## src/rtl/axi_lite_timer_regs.sv

```systemverilog
// axi_lite_timer_regs: AXI-Lite slave with CTRL / SCRATCH / COUNT / ID registers.
// Independent AW/W capture, registered B and R responses, SLVERR on decode miss.
// Optional compare interrupt (CMP, IRQ_STAT, CTRL.IE) enabled by `define AXIL_TIMER_IRQ_EN.
module axi_lite_timer_regs #(
    parameter int unsigned        ADDR_W    = 32,
    parameter int unsigned        DATA_W    = 32,
    parameter logic [ADDR_W-1:0]  BASE_ADDR = 32'h4000_0000,
    parameter logic [DATA_W-1:0]  ID_VALUE  = 32'h5449_4D31
) (
    input  logic              clk,
    input  logic              reset,
    input  logic              awvalid,
    output logic              awready,
    input  logic [ADDR_W-1:0] awaddr,
    input  logic              wvalid,
    output logic              wready,
    input  logic [DATA_W-1:0] wdata,
    output logic              bvalid,
    input  logic              bready,
    output logic [1:0]        bresp,
    input  logic              arvalid,
    output logic              arready,
    input  logic [ADDR_W-1:0] araddr,
    output logic              rvalid,
    input  logic              rready,
    output logic [DATA_W-1:0] rdata,
    output logic [1:0]        rresp,
    output logic              irq
);

    localparam logic [1:0] RESP_OKAY   = 2'b00;
    localparam logic [1:0] RESP_SLVERR = 2'b10;

    localparam logic [5:0] OFF_CTRL     = 6'd0;
    localparam logic [5:0] OFF_SCRATCH  = 6'd1;
    localparam logic [5:0] OFF_COUNT    = 6'd2;
    localparam logic [5:0] OFF_ID       = 6'd3;
    localparam logic [5:0] OFF_CMP      = 6'd4;
    localparam logic [5:0] OFF_IRQ_STAT = 6'd5;

    typedef enum logic { W_IDLE, W_RESP } w_state_e;
    typedef enum logic { R_IDLE, R_RESP } r_state_e;

    function automatic logic addr_hit(input logic [ADDR_W-1:0] addr);
        return addr[ADDR_W-1:8] == BASE_ADDR[ADDR_W-1:8];
    endfunction

    function automatic logic off_mapped(input logic [5:0] off);
        case (off)
            OFF_CTRL, OFF_SCRATCH, OFF_COUNT, OFF_ID: return 1'b1;
`ifdef AXIL_TIMER_IRQ_EN
            OFF_CMP, OFF_IRQ_STAT:                    return 1'b1;
`endif
            default:                                  return 1'b0;
        endcase
    endfunction

    // ---------------- write channel ----------------
    w_state_e          w_state_q, w_state_d;
    logic              aw_got_q, aw_got_d, w_got_q, w_got_d;
    logic [ADDR_W-1:0] awaddr_q, awaddr_d;
    logic [DATA_W-1:0] wdata_q, wdata_d;
    logic [1:0]        bresp_q, bresp_d;
    logic              aw_hs, w_hs, wr_commit, wr_err, wr_en;
    logic [ADDR_W-1:0] wr_addr;
    logic [DATA_W-1:0] wr_data;
    logic [5:0]        wr_off;

    // Combine already-captured and same-cycle handshakes so the commit lands on
    // the edge that completes the pair.
    assign aw_hs     = awvalid & awready;
    assign w_hs      = wvalid & wready;
    assign wr_addr   = aw_got_q ? awaddr_q : awaddr;
    assign wr_data   = w_got_q ? wdata_q : wdata;
    assign wr_off    = wr_addr[7:2];
    assign wr_commit = (w_state_q == W_IDLE) & (aw_got_q | aw_hs) & (w_got_q | w_hs);
    assign wr_err    = !addr_hit(wr_addr) || !off_mapped(wr_off);
    assign wr_en     = wr_commit & ~wr_err;

    // Write FSM state and capture registers.
    always_ff @(posedge clk) begin
        // NOTE: sequential state uses non-blocking assignments so every flop samples pre-edge values.
        if (reset) begin
            w_state_q <= W_IDLE;
            aw_got_q  <= 1'b0;
            w_got_q   <= 1'b0;
            awaddr_q  <= '0;
            wdata_q   <= '0;
            bresp_q   <= RESP_OKAY;
        end else begin
            w_state_q <= w_state_d;
            aw_got_q  <= aw_got_d;
            w_got_q   <= w_got_d;
            awaddr_q  <= awaddr_d;
            wdata_q   <= wdata_d;
            bresp_q   <= bresp_d;
        end
    end

    // Write FSM next state: capture AW/W independently, commit once both are present.
    always_comb begin
        // NOTE: defaults first so no path leaves a combinational variable unassigned (no latch).
        w_state_d = w_state_q;
        aw_got_d  = aw_got_q;
        w_got_d   = w_got_q;
        awaddr_d  = awaddr_q;
        wdata_d   = wdata_q;
        bresp_d   = bresp_q;
        case (w_state_q)
            W_IDLE: begin
                if (wr_commit) begin
                    w_state_d = W_RESP;
                    aw_got_d  = 1'b0;
                    w_got_d   = 1'b0;
                    bresp_d   = wr_err ? RESP_SLVERR : RESP_OKAY;
                end else begin
                    if (aw_hs) begin
                        aw_got_d = 1'b1;
                        awaddr_d = awaddr;
                    end
                    if (w_hs) begin
                        w_got_d = 1'b1;
                        wdata_d = wdata;
                    end
                end
            end
            W_RESP: if (bready) w_state_d = W_IDLE;
            default: w_state_d = W_IDLE;
        endcase
    end

    // Write FSM outputs; readies are masked during reset.
    always_comb begin
        awready = (w_state_q == W_IDLE) & ~aw_got_q & ~reset;
        wready  = (w_state_q == W_IDLE) & ~w_got_q & ~reset;
        bvalid  = (w_state_q == W_RESP);
        bresp   = bresp_q;
    end

    // ---------------- register file ----------------
    logic              ctrl_en_q, ctrl_en_d;
    logic              ctrl_ie;
    logic [DATA_W-1:0] scratch_q, scratch_d;
    logic [DATA_W-1:0] count_q, count_d;
`ifdef AXIL_TIMER_IRQ_EN
    logic              ctrl_ie_q, ctrl_ie_d;
    logic [DATA_W-1:0] cmp_q, cmp_d;
    logic              irq_stat_q, irq_stat_d;
    logic              irq_q, irq_d;
    assign ctrl_ie = ctrl_ie_q;
`else
    assign ctrl_ie = 1'b0;
`endif

    // Register next state: counter runs on the pre-commit EN; CLR overrides the increment.
    always_comb begin
        ctrl_en_d = ctrl_en_q;
        scratch_d = scratch_q;
        count_d   = count_q + DATA_W'(ctrl_en_q);
`ifdef AXIL_TIMER_IRQ_EN
        ctrl_ie_d  = ctrl_ie_q;
        cmp_d      = cmp_q;
        irq_stat_d = irq_stat_q;
        if (wr_en && wr_off == OFF_CMP)                  cmp_d      = wr_data;
        if (wr_en && wr_off == OFF_IRQ_STAT && wr_data[0]) irq_stat_d = 1'b0;
        if (wr_en && wr_off == OFF_CTRL)                 ctrl_ie_d  = wr_data[2];
        // A compare match wins over a same-cycle clear.
        if (ctrl_en_q && count_q == cmp_q)               irq_stat_d = 1'b1;
        irq_d = irq_stat_d & ctrl_ie_d;
`endif
        if (wr_en && wr_off == OFF_CTRL) begin
            ctrl_en_d = wr_data[0];
            if (wr_data[1]) count_d = '0;
        end
        if (wr_en && wr_off == OFF_SCRATCH) scratch_d = wr_data;
    end

    // Register file state.
    always_ff @(posedge clk) begin
        if (reset) begin
            ctrl_en_q <= 1'b0;
            scratch_q <= '0;
            count_q   <= '0;
`ifdef AXIL_TIMER_IRQ_EN
            ctrl_ie_q  <= 1'b0;
            cmp_q      <= '0;
            irq_stat_q <= 1'b0;
            irq_q      <= 1'b0;
`endif
        end else begin
            ctrl_en_q <= ctrl_en_d;
            scratch_q <= scratch_d;
            count_q   <= count_d;
`ifdef AXIL_TIMER_IRQ_EN
            ctrl_ie_q  <= ctrl_ie_d;
            cmp_q      <= cmp_d;
            irq_stat_q <= irq_stat_d;
            irq_q      <= irq_d;
`endif
        end
    end

`ifdef AXIL_TIMER_IRQ_EN
    assign irq = irq_q;
`else
    assign irq = 1'b0;
`endif

    // ---------------- read channel ----------------
    r_state_e          r_state_q, r_state_d;
    logic [DATA_W-1:0] rdata_q, rdata_d, rd_mux_data;
    logic [1:0]        rresp_q, rresp_d;
    logic              rd_mux_err, ar_hs;

    assign ar_hs = arvalid & arready;

    // Read decode mux on the live address; misses return zero data.
    always_comb begin
        rd_mux_data = '0;
        rd_mux_err  = 1'b0;
        if (!addr_hit(araddr)) begin
            rd_mux_err = 1'b1;
        end else begin
            case (araddr[7:2])
                OFF_CTRL:     rd_mux_data = {{(DATA_W-3){1'b0}}, ctrl_ie, 1'b0, ctrl_en_q};
                OFF_SCRATCH:  rd_mux_data = scratch_q;
                OFF_COUNT:    rd_mux_data = count_q;
                OFF_ID:       rd_mux_data = ID_VALUE;
`ifdef AXIL_TIMER_IRQ_EN
                OFF_CMP:      rd_mux_data = cmp_q;
                OFF_IRQ_STAT: rd_mux_data = {{(DATA_W-1){1'b0}}, irq_stat_q};
`endif
                default:      rd_mux_err  = 1'b1;
            endcase
        end
    end

    // Read FSM state and response registers.
    always_ff @(posedge clk) begin
        if (reset) begin
            r_state_q <= R_IDLE;
            rdata_q   <= '0;
            rresp_q   <= RESP_OKAY;
        end else begin
            r_state_q <= r_state_d;
            rdata_q   <= rdata_d;
            rresp_q   <= rresp_d;
        end
    end

    // Read FSM next state: sample data on acceptance, hold until rready.
    always_comb begin
        r_state_d = r_state_q;
        rdata_d   = rdata_q;
        rresp_d   = rresp_q;
        case (r_state_q)
            R_IDLE: if (ar_hs) begin
                r_state_d = R_RESP;
                rdata_d   = rd_mux_data;
                rresp_d   = rd_mux_err ? RESP_SLVERR : RESP_OKAY;
            end
            R_RESP: if (rready) r_state_d = R_IDLE;
            default: r_state_d = R_IDLE;
        endcase
    end

    // Read FSM outputs.
    always_comb begin
        arready = (r_state_q == R_IDLE) & ~reset;
        rvalid  = (r_state_q == R_RESP);
        rdata   = rdata_q;
        rresp   = rresp_q;
    end

    // Byte-lane bits of the address carry no meaning here.
    logic unused_addr_lsbs;
    assign unused_addr_lsbs = ^{wr_addr[1:0], araddr[1:0]};

endmodule

```

## config.mk

```make
export PLATFORM = sky130hd
export DESIGN_NAME = axi_lite_timer_regs
export DESIGN_NICKNAME = d
export VERILOG_FILES = /design/src/rtl/axi_lite_timer_regs.sv
export SDC_FILE = /design/constraint.sdc
export NUM_CORES = 1
export LEC_CHECK = 0
export CAP_MARGIN = 20
export CORE_MARGIN = 2
export CORE_UTILIZATION = 58
export CTS_BUF_LIST = sky130_fd_sc_hd__clkbuf_4 sky130_fd_sc_hd__clkbuf_8
export CTS_CLUSTER_DIAMETER = 40
export DETAILED_ROUTE_END_ITERATION = 7
export PLACE_DENSITY = 0.88
export SLEW_MARGIN = 20
export SYNTH_ARGS = -nofsm -noshare
export SYNTH_HDL_FRONTEND = slang
export SYNTH_SLANG_ARGS = --single-unit
```

## constraint.sdc

```tcl
create_clock -name clk -period 4.55 [get_ports clk]
set_input_delay 0.6825 -clock clk [delete_from_list [all_inputs] [get_ports clk]]
set_output_delay 0.6825 -clock clk [all_outputs]
set_load 0.005 [all_outputs]
```

**Yosys cells after proc, flatten, opt, wreduce, memory -nomap -nowiden**

Index checks and enable logic that the tools add are counted.

- Register bits: 169
- Latch bits: 0
- RAM bits: 0
- Bits in read-only memories: 0
- Input port bits: 103
- Output and inout port bits: 42
- Logic and storage cells: 79
- Memories: 0

- Add/sub/neg operators: 1
- $mul: 0
- Divide/modulo/power cells: 0
- Magnitude comparators: 0
- Equal/unequal tests: 8
- Shift-type cells: 0
- Muxes and demuxes: 21
- Bitwise operators: 20
- Reductions and logical operators: 17

Operators with widths:

| kind | number |
|---|---|
| 2-to-1 mux 32 bit | 5 |
| case mux 32 bit (4 select lines) | 1 |
| equality test 24 x 23 -> 1 bit (second input constant) | 2 |
| adder 32 x 1 -> 32 bit | 1 |
| equality test 6 x 2 -> 1 bit (second input constant) | 4 |
| equality test 6 x 1 -> 1 bit (second input constant) | 2 |
| logical NOT 6 bit | 2 |
| AND 1 bit | 11 |
| 2-to-1 mux 1 bit | 11 |
| AND reduction 2 bit | 4 |
| OR reduction 4 bit | 2 |
| inverter 1 bit | 7 |
| AND reduction 3 bit | 2 |
| 2-to-1 mux 2 bit | 2 |
| case mux 1 bit (2 select lines) | 2 |
| nonzero test 2 bit | 2 |
| logical AND 1 bit | 2 |
| logical NOT 1 bit | 2 |
| OR 1 bit | 2 |
| logical OR 1 bit | 1 |

**Logic depth before layout (Yosys ltp)**

Gate-level depths: netlist (run 1).

- Word-level depth: 10
- Mapped depth: 8
- Gate-level depth less buffers: 7

**Least setup slack after synthesis (run 1)**

No wires, ideal clock.

- Path type: input port to flip-flop
- Start point: input araddr[5]
- End point: register rdata_q[17], in the netlist rdata[17]
- Library setup time: 0.065 ns
- Arrival time: 2.552 ns
- Required time: 4.485 ns
- Path slack: 1.933 ns
- Stages: 6
- Buffers on the path: 1
- Cell sequence: or4_1 > nor3b_1 > clkbuf_1 > a22o_1 > a22oi_1 > nor2_1

- Cells in the longest elaborated chain, start to end: 3
- Elaborated cells between the ends (all ways): 6
- Classes of those cells: eq/ne (3); mux (2); reduce/logical (1)

RTL lines:

| item | line | RTL |
|---|---|---|
| start, declared | 23 | `input logic [ADDR_W-1:0] araddr,` |
| equality test 6 x 2 -> 1 bit (tied with other cells) | 224 | `case (araddr[7:2])` |
| case mux 32 bit (4 select lines) * | 224 |  |
| 2-to-1 mux 32 bit * | 221 | `if (!addr_hit(araddr)) begin` |
| end signal, assigned | 246 | `rdata_q <= rdata_d;` |
| end, declared | 211 | `logic [DATA_W-1:0] rdata_q, rdata_d, rd_mux_data;` |

Every way passes the cells marked *; elsewhere a longest branch is shown, timed or not.
A chain may end at the register's enable or synchronous reset.

**Worst setup path in the final report (run 1)**

- Start point: input awaddr[19]
- End point: register scratch_q[20]

- Cells in the longest elaborated chain, start to end: 7

RTL lines:

| item | line | RTL |
|---|---|---|
| start, declared | 14 | `input logic [ADDR_W-1:0] awaddr,` |
| 2-to-1 mux 32 bit | 73 | `assign wr_addr = aw_got_q ? awaddr_q : awaddr;` |
| equality test 24 x 23 -> 1 bit | 45 | `return addr[ADDR_W-1:8] == BASE_ADDR[ADDR_W-1:8];` |
| logical NOT 1 bit | 77 | `assign wr_err = !addr_hit(wr_addr) \|\| !off_mapped(wr_off);` |
| logical OR 1 bit | 77 |  |
| inverter 1 bit | 78 | `assign wr_en = wr_commit & ~wr_err;` |
| AND 1 bit | 78 |  |
| logical AND 1 bit | 175 | `if (wr_en && wr_off == OFF_SCRATCH) scratch_d = wr_data;` |
| end signal, assigned | 192 | `scratch_q <= scratch_d;` |
| end, declared | 143 | `logic [DATA_W-1:0] scratch_q, scratch_d;` |

No other way between the ends.

==> out/qor.tcl, run 1 <==
set qor(synthToLayoutAreaGrowth_pct) 25.0
set qor(drt_first_pass_iters) 4
set qor(number_of_antenna_violations_at_the_first_check_in_global_routing) 0
set qor(synthArstFlopShare_pct) 0
set qor(finalSetupViolCount) 0
set qor(die_height_um) 117
set qor(worst_r2r_endpoint) {scratch_q[20]}
set qor(final_cell_area_sq_um) 9290
set qor(ff2ff_path_depth) 4
set qor(grt_first_pass_wirelength_mm) 28.5
set qor(drt-vias-per-instance) 5.62
set qor(max_clock_freq_ghz) 0.323
set qor(count_of_cell_types_in_the_netlist) 44
set qor(diodes) 0
set qor(cap_viol_max_count) 0
set qor(routed_vias) 6394
set qor(remaining_drc_errors) 0
set qor(start_kind) {primary input}
set qor(finClkSkew_ns) 0.0130
set qor(crit_path_start) {awaddr[19]}
set qor(cts_tree) {done}
set qor(routabilityCongestion) 0.878
set qor(hpwlAfterDp_mm) 12.1
set qor(relSlewSlack_pct) 29.7
set qor(min-delay-path-class) {flop to flop}
set qor(fin_crit_ns) 3.10
set qor(io_pins) 145
set qor(grt_setup_unrepaired) {false}
set qor(timing.critical_path.to) {scratch_q[20]}
set qor(max_clock_buf_depth) 2
set qor(ctsHtreeMaxLevel) 4
set qor(start_util_pct) 59.1
set qor(grt_overflow_total) 0
set qor(ys_seq_elements) 165
set qor(worst_margin_slew_ns) 1.05
set qor(yosys_warnings) 0
set qor(num_rows) 41
set qor(final.setup.tns_ns) 0
set qor(layout.nets) 1057
set qor(hold-path-cell-count) 2
set qor(cts-buffers-inserted) 17
set qor(worst_skew_pair.late_latency_ns) 0.46
set qor(cp.arrival_ns) 3.44
set qor(layout.cells.non_filler) 1137
set qor(cts_setup_buffers) 0
set qor(path_clk_slew_ns) 0.08
set qor(final_layout_size_suffix_gt1_share_pct) 8.91
set qor(drt_iter0_drc) 449
set qor(pre_cts_slack_ns) 0.977
set qor(powerDensity_nw_per_um2) 313
set qor(mostFrequentLayoutCells) {sky130_fd_sc_hd__dfxtp_1 (164), sky130_fd_sc_hd__clkdlybuf4s50_1 (136), sky130_fd_sc_hd__nand2_1 (133)}
set qor(p_leak_uw) 0.00342
set qor(grt_max_degree) 83
set qor(register_to_register_setup_slack_ns) 1.48
set qor(synth.cell_area_sq_um) 7430
set qor(postSynth.topFlopCell) {sky130_fd_sc_hd__dfxtp_1}
set qor(critPathMaxFanout) 32
set qor(grt_pass1_vias) 5830
set qor(post_cts_resize_count) 0
set qor(finalWirelength_mm) 17.7
set qor(min-delay-start) {awaddr_q[30]}
set qor(final_common_cell) {sky130_fd_sc_hd__dfxtp_1}
set qor(dpl-instance-area_sq_um) 8830
set qor(synth-seq-area-share_pct) 44.5
set qor(post_cts_hold_buffer_count) 0
set qor(result_of_the_run) {complete, no violations}
set qor(portBuffers) 137
set qor(post_synth_inst_count) 852
set qor(dieArea_sq_um) 13700
set qor(routed_len_inst_um) 15.6
set qor(cts_root_buffer) {sky130_fd_sc_hd__clkbuf_8}
set qor(critical_path_class) {primary input to flop}
set qor(synthesis.area_per_instance_sq_um) 8.72
set qor(synth_edf_count) 0
set qor(finalCritPeriodShare_pct) 68.1
set qor(vdd_ir_drop_max_mv) 0.232
set qor(slew_viol_final) 0
set qor(reg2reg_from) {aw_got_q}
set qor(dp.cells) 1105
set qor(cp_data_required_time_ns) 4.89
set qor(ant_nets) 0
set qor(timing.final.hold_violations) 0
set qor(final_critical_path_setup_slack_ns) 1.45
set qor(fillCellCount) 899
set qor(total_global_routing_track_utilization_pct) 26.3
set qor(floorplan.core_area_sq_um) 12600
set qor(worst_setup_path_end_kind) {flop}
set qor(die-width_um) 117
set qor(numClockSinks) 165
set qor(final_core_util_pct) 73.9
[cell families after synthesis]
kind of cell,after synthesis,share of synthesized area (%)
fa+ha+maj,2,0.337
xor+xnor,30,3.54
flops,165,44.5
compound gates,151,12.9
mux,68,11.2
other cells,1,0.0505
simple gates,365,23.5
buf+inv,70,4.09
[cell usage after synthesis (2+ instances only)]
master                     count  area share, %
sky130_fd_sc_hd__and2_1        4           0.34
sky130_fd_sc_hd__a22o_1       31            3.7
sky130_fd_sc_hd__nor2_1       76            3.8
sky130_fd_sc_hd__nand2b_1      4           0.34
sky130_fd_sc_hd__and3_1       12            1.0
sky130_fd_sc_hd__nor4_1       14            1.2
sky130_fd_sc_hd__a21oi_1      91            6.1
sky130_fd_sc_hd__xnor2_1       4           0.47
sky130_fd_sc_hd__nand4_1      14            1.2
sky130_fd_sc_hd__nand2_1     133            6.7
sky130_fd_sc_hd__mux2i_1      37            5.0
sky130_fd_sc_hd__buf_2         3           0.20
sky130_fd_sc_hd__a22oi_1      19            1.9
sky130_fd_sc_hd__nand3_1      16            1.1
sky130_fd_sc_hd__buf_1         2           0.10
sky130_fd_sc_hd__buf_6         3           0.45
sky130_fd_sc_hd__mux2_2        2           0.30
sky130_fd_sc_hd__nor2b_1      33            2.8
sky130_fd_sc_hd__nor3b_1       4           0.40
sky130_fd_sc_hd__or4b_1        2           0.27
sky130_fd_sc_hd__nor3_1       38            2.6
sky130_fd_sc_hd__mux2_4       29            5.9
sky130_fd_sc_hd__o21ai_0       2           0.13
sky130_fd_sc_hd__dfxtp_1     165             44
sky130_fd_sc_hd__buf_4         4           0.40
sky130_fd_sc_hd__ha_1          2           0.34
sky130_fd_sc_hd__inv_1         3           0.15
sky130_fd_sc_hd__xor2_1       26            3.1
sky130_fd_sc_hd__or4_1         2           0.20
sky130_fd_sc_hd__clkbuf_1     55            2.8
sky130_fd_sc_hd__and4_1        9            1.1
[metal layers]
| layer | routed length, um | part of all wire (%) | track usage [%] |
|---|---|---|---|
| met5 | 0 | 0 | 0 |
| met4 | 358 | 2.0 | 9.02 |
| met3 | 1390 | 7.8 | 4.84 |
| met2 | 7970 | 45 | 40.6 |
| met1 | 8020 | 45 | 37.3 |
[through the flow]
| step | total power (uW) | hold WS [ns] |
|---|---|---|
| after floorplan | 1640 | 0.431 |
| after global placement | 1770 | 0.441 |
| after detailed placement | 1780 | 0.446 |
| after CTS | 2920 | 0.457 |
| after global routing | 3010 | 0.473 |
| final | 2900 | 0.455 |
[layout make-up]
class	count	area, sq um	share of cell area [%]
repair buffers	146	1440	15.5
clock inverters	12	176	1.90
well taps	172	215	2.32
clock buffers	20	269	2.90
flip-flops and latches	165	3300	35.6
inverters	3	11.3	0.121
multi-input cells	619	3870	41.7
[how the worst min path moves through the flow]
stage,endpoint
final,awaddr_q[30]
after global routing,awaddr_q[11]
after detailed placement,awaddr_q[30]
after global placement,awaddr_q[30]
after CTS,awaddr_q[30]
after floorplan,awaddr_q[30]
[worst max-delay path: stages]
cell and delay (ns):
sky130_fd_sc_hd__clkdlybuf4s50_1 0.42, sky130_fd_sc_hd__nor4_1 0.34, sky130_fd_sc_hd__nand4_1 0.13, sky130_fd_sc_hd__or4_1 0.53
sky130_fd_sc_hd__a2111o_2 0.86, sky130_fd_sc_hd__mux2_4 0.44
[state kept, by name, summed over array words and instances, names as in the netlist, 30 cells and up]
register,cells
wdata_q,32
awaddr_q,30
count_q,32
rdata,32
scratch_q,32
[where the power goes]
part / switching (uW) / internal (uW) / leakage (uW)
clock: 527 / 632 / 0.000211
combinational: 134 / 134 / 0.00188
sequential: 13.0 / 1460 / 0.00133
No activity file was read; power rests on OpenSTA's default activity.
==> run 2, diff against run 1 <==
--- a/config.mk
+++ b/config.mk
@@ -7,11 +7,11 @@
 export LEC_CHECK = 0
 export CAP_MARGIN = 20
 export CORE_MARGIN = 2
-export CORE_UTILIZATION = 58
+export CORE_UTILIZATION = 49
 export CTS_BUF_LIST = sky130_fd_sc_hd__clkbuf_4 sky130_fd_sc_hd__clkbuf_8
 export CTS_CLUSTER_DIAMETER = 40
 export DETAILED_ROUTE_END_ITERATION = 7
-export PLACE_DENSITY = 0.88
+export PLACE_DENSITY = 0.79
 export SLEW_MARGIN = 20
 export SYNTH_ARGS = -nofsm -noshare
 export SYNTH_HDL_FRONTEND = slang
==> constraint.sdc (replaced) <==
create_clock -name clk -period 2.6 [get_ports clk]
set_input_delay 0.39 -clock clk [delete_from_list [all_inputs] [get_ports clk]]
set_output_delay 0.39 -clock clk [all_outputs]
set_load 0.005 [all_outputs]
==> run 2 against run 1 <==
  * First-iteration DRC count increased by 31%
  * Global-route usage decreased by 4.3 points
  * Combinational power increased by 83%
  * Worst hold slack got worse by 0.22 ns
  * Clock power increased by 70%
  * Via count increased by 1.4%
  * Cell count increased by 2.6%
  * Sequential share of layout area decreased by 0.71 points
  * Largest power group unchanged
==> out/qor.tcl, run 2 (synthesized netlist as in run 1, its figures left out) <==
set qor(hold-path-cell-count) 2
set qor(mostFrequentLayoutCells) {sky130_fd_sc_hd__dfxtp_1 (163), sky130_fd_sc_hd__clkdlybuf4s50_1 (136), sky130_fd_sc_hd__nand2_1 (133)}
set qor(routed_vias) 6481
set qor(finalCritPeriodShare_pct) 96.7
set qor(number_of_antenna_violations_at_the_first_check_in_global_routing) 0
set qor(grt_overflow_total) 0
set qor(diodes) 0
set qor(final_common_cell) {sky130_fd_sc_hd__dfxtp_1}
set qor(grtUsageMet2_pct) 34.2
set qor(switching_share_pct) 22.6
set qor(worst_setup_path_end_kind) {flop}
set qor(total_global_routing_track_utilization_pct) 22.0
set qor(globalRoute.busiestLayer) {met2}
set qor(grt_setup_unrepaired) {false}
set qor(start_util_pct) 50.7
set qor(num_rows) 44
set qor(ff2ff_path_depth) 5
set qor(max_clock_buf_depth) 2
set qor(seqPwrFrac_pct) 51.2
set qor(netsw_uw) 1140
set qor(path_clk_slew_ns) 0.08
set qor(ctsHtreeMaxLevel) 4
set qor(dp.cells) 1136
set qor(remaining_drc_errors) 0
set qor(floorplan.core_area_sq_um) 14600
set qor(worst_margin_slew_ns) 0.629
set qor(min-delay-path-class) {primary input to flop}
set qor(cts_setup_buffers) 0
set qor(finalSetupViolCount) 0
set qor(vdd_ir_drop_max_mv) 0.322
set qor(path_cells) {or4b_1 > or4_4 > a2111o_2 > buf_12 > mux2_4}
set qor(cp_data_required_time_ns) 2.94
set qor(min-delay-start) {reset}
set qor(finClkSkew_ns) 0.0139
set qor(layout.cells.non_filler) 1167
set qor(drt_first_pass_iters) 6
set qor(dieArea_sq_um) 16200
set qor(routed_len_inst_um) 15.4
set qor(grt_first_pass_wirelength_mm) 28.9
set qor(grt_max_degree) 123
set qor(reg2reg_from) {aw_got_q}
set qor(cts_root_buffer) {sky130_fd_sc_hd__clkbuf_8}
set qor(fillCellCount) 1211
set qor(io_pins) 145
set qor(p_int_uw) 3910
set qor(grt_pass1_vias) 5921
set qor(die-width_um) 127
set qor(post_cts_hold_buffer_count) 0
set qor(groute.layer.met1.usage_pct) 30.9
set qor(result_of_the_run) {complete, no violations}
set qor(synthToLayoutAreaGrowth_pct) 27.6
set qor(p_leak_uw) 0.00354
set qor(worst_skew_pair.late_latency_ns) 0.45
set qor(final.setup.tns_ns) 0
set qor(met3_capacity_usage_during_global_routing_pct) 4.31
set qor(final_layout_size_suffix_gt1_share_pct) 10.4
set qor(cp.arrival_ns) 2.86
set qor(critPathMaxFanout) 32
set qor(register_to_register_setup_slack_ns) 0.08
set qor(ant_nets) 0
set qor(fin_crit_ns) 2.52
set qor(powerDensity_nw_per_um2) 532
set qor(start_kind) {flop}
set qor(power_frac_clock_pct) 39.1
set qor(post_cts_resize_count) 0
set qor(whs_endpoint) {awaddr_q[19]}
set qor(crit_path_start) {aw_got_q}
set qor(critical_path_class) {flop to flop}
set qor(portBuffers) 137
set qor(layout.nets) 1076
set qor(crit_path_max_incr_delay_ns) 0.51
set qor(finalWirelength_mm) 18.0
set qor(timing.final.hold_violations) 0
set qor(slew_viol_final) 0
set qor(cap_viol_max_count) 0
set qor(relSlewSlack_pct) 58.1
set qor(routabilityCongestion) 0.850
set qor(multi_input_gate_area_sq_um) 3860
set qor(cts_tree) {done}
set qor(seqCellArea_sq_um) 3310
set qor(drt_iter0_drc) 586
set qor(final_critical_path_setup_slack_ns) 0.0848
set qor(max_clock_freq_ghz) 0.398
set qor(share_comb_of_total_power_pct) 9.7
set qor(die_height_um) 127
set qor(numClockSinks) 165
set qor(worst_r2r_endpoint) {scratch_q[21]}
set qor(pre_cts_slack_ns) -0.318
set qor(cts-buffers-inserted) 17
set qor(hpwlAfterDp_mm) 12.5
set qor(drt-vias-per-instance) 5.55
set qor(critPathSlowestCell) {sky130_fd_sc_hd__a2111o_2}
## run 2: cell types whose count changed in the layout (fill, tap and decap cells not counted), moves of 2 or more
| cell | before | now |
|---|---|---|
| sky130_fd_sc_hd__clkinvlp_4 | 5 | 2 |
| sky130_fd_sc_hd__buf_4 | 10 | 24 |
| sky130_fd_sc_hd__clkbuf_8 | 19 | 17 |
| sky130_fd_sc_hd__buf_12 | 0 | 5 |
| sky130_fd_sc_hd__clkbuf_4 | 1 | 5 |
## run 2: layout make-up
cell class / instances / area share (%)
clock buffer: 22 / 2.87
clock inverter: 9 / 1.62
inverter: 3 / 0.119
multi-input combinational: 619 / 40.8
sequential: 165 / 34.9
tap: 184 / 2.43
timing repair buffer: 165 / 17.3
## run 2: power groups by stage
stage | Sequential (uW) | Combinational (uW) | Clock (uW)
final | 2580 | 491 | 1970
after global routing | 2590 | 536 | 2120
after CTS | 2580 | 491 | 2000
after detailed placement | 2640 | 489 | 0
after global placement | 2640 | 482 | 0
after floorplan | 2640 | 237 | 0
## run 2: how the worst max path moves through the flow
stage               endpoint  slack, ns  cells after the start
2_1_floorplan  scratch_q[10]       0.13                      6
3_3_place_gp   scratch_q[17]      -0.26                      7
3_5_place_dp   scratch_q[21]      -0.32                      7
4_1_cts         scratch_q[2]       0.05                      5
5_1_grt              awready       0.02                      3
6_report       scratch_q[21]       0.08                      5
## run 2: worst max-delay path: cells and delay by family, from the launching register on
family,cells,cell delay [ns]
mux,1,0.32
simple gates,2,0.97
compound gates,1,0.51
flops,1,0.38
buf+inv,1,0.20
## run 2: stage by stage
stage | utilization, % | hold WS (ns) | area, sq um | power (uW)
global route | 64.7 | 0.228 | 9480 | 5240
global placement | 61.7 | 0.441 | 9040 | 3120
finish | 64.7 | 0.238 | 9480 | 5050
CTS | 64.7 | 0.208 | 9480 | 5080
floorplan | - | 0.431 | 7430 | 2880
detailed placement | 61.8 | 0.445 | 9050 | 3130
## run 2: metal layers
| layer | wire [um] | up-vias |
|---|---|---|
| met3 | 1190 | 25 |
| met1 | 8390 | 3017 |
| met4 | 308 | 0 |
| met5 | 0 | - |
| met2 | 8100 | 231 |
| li1 | - | 3208 |
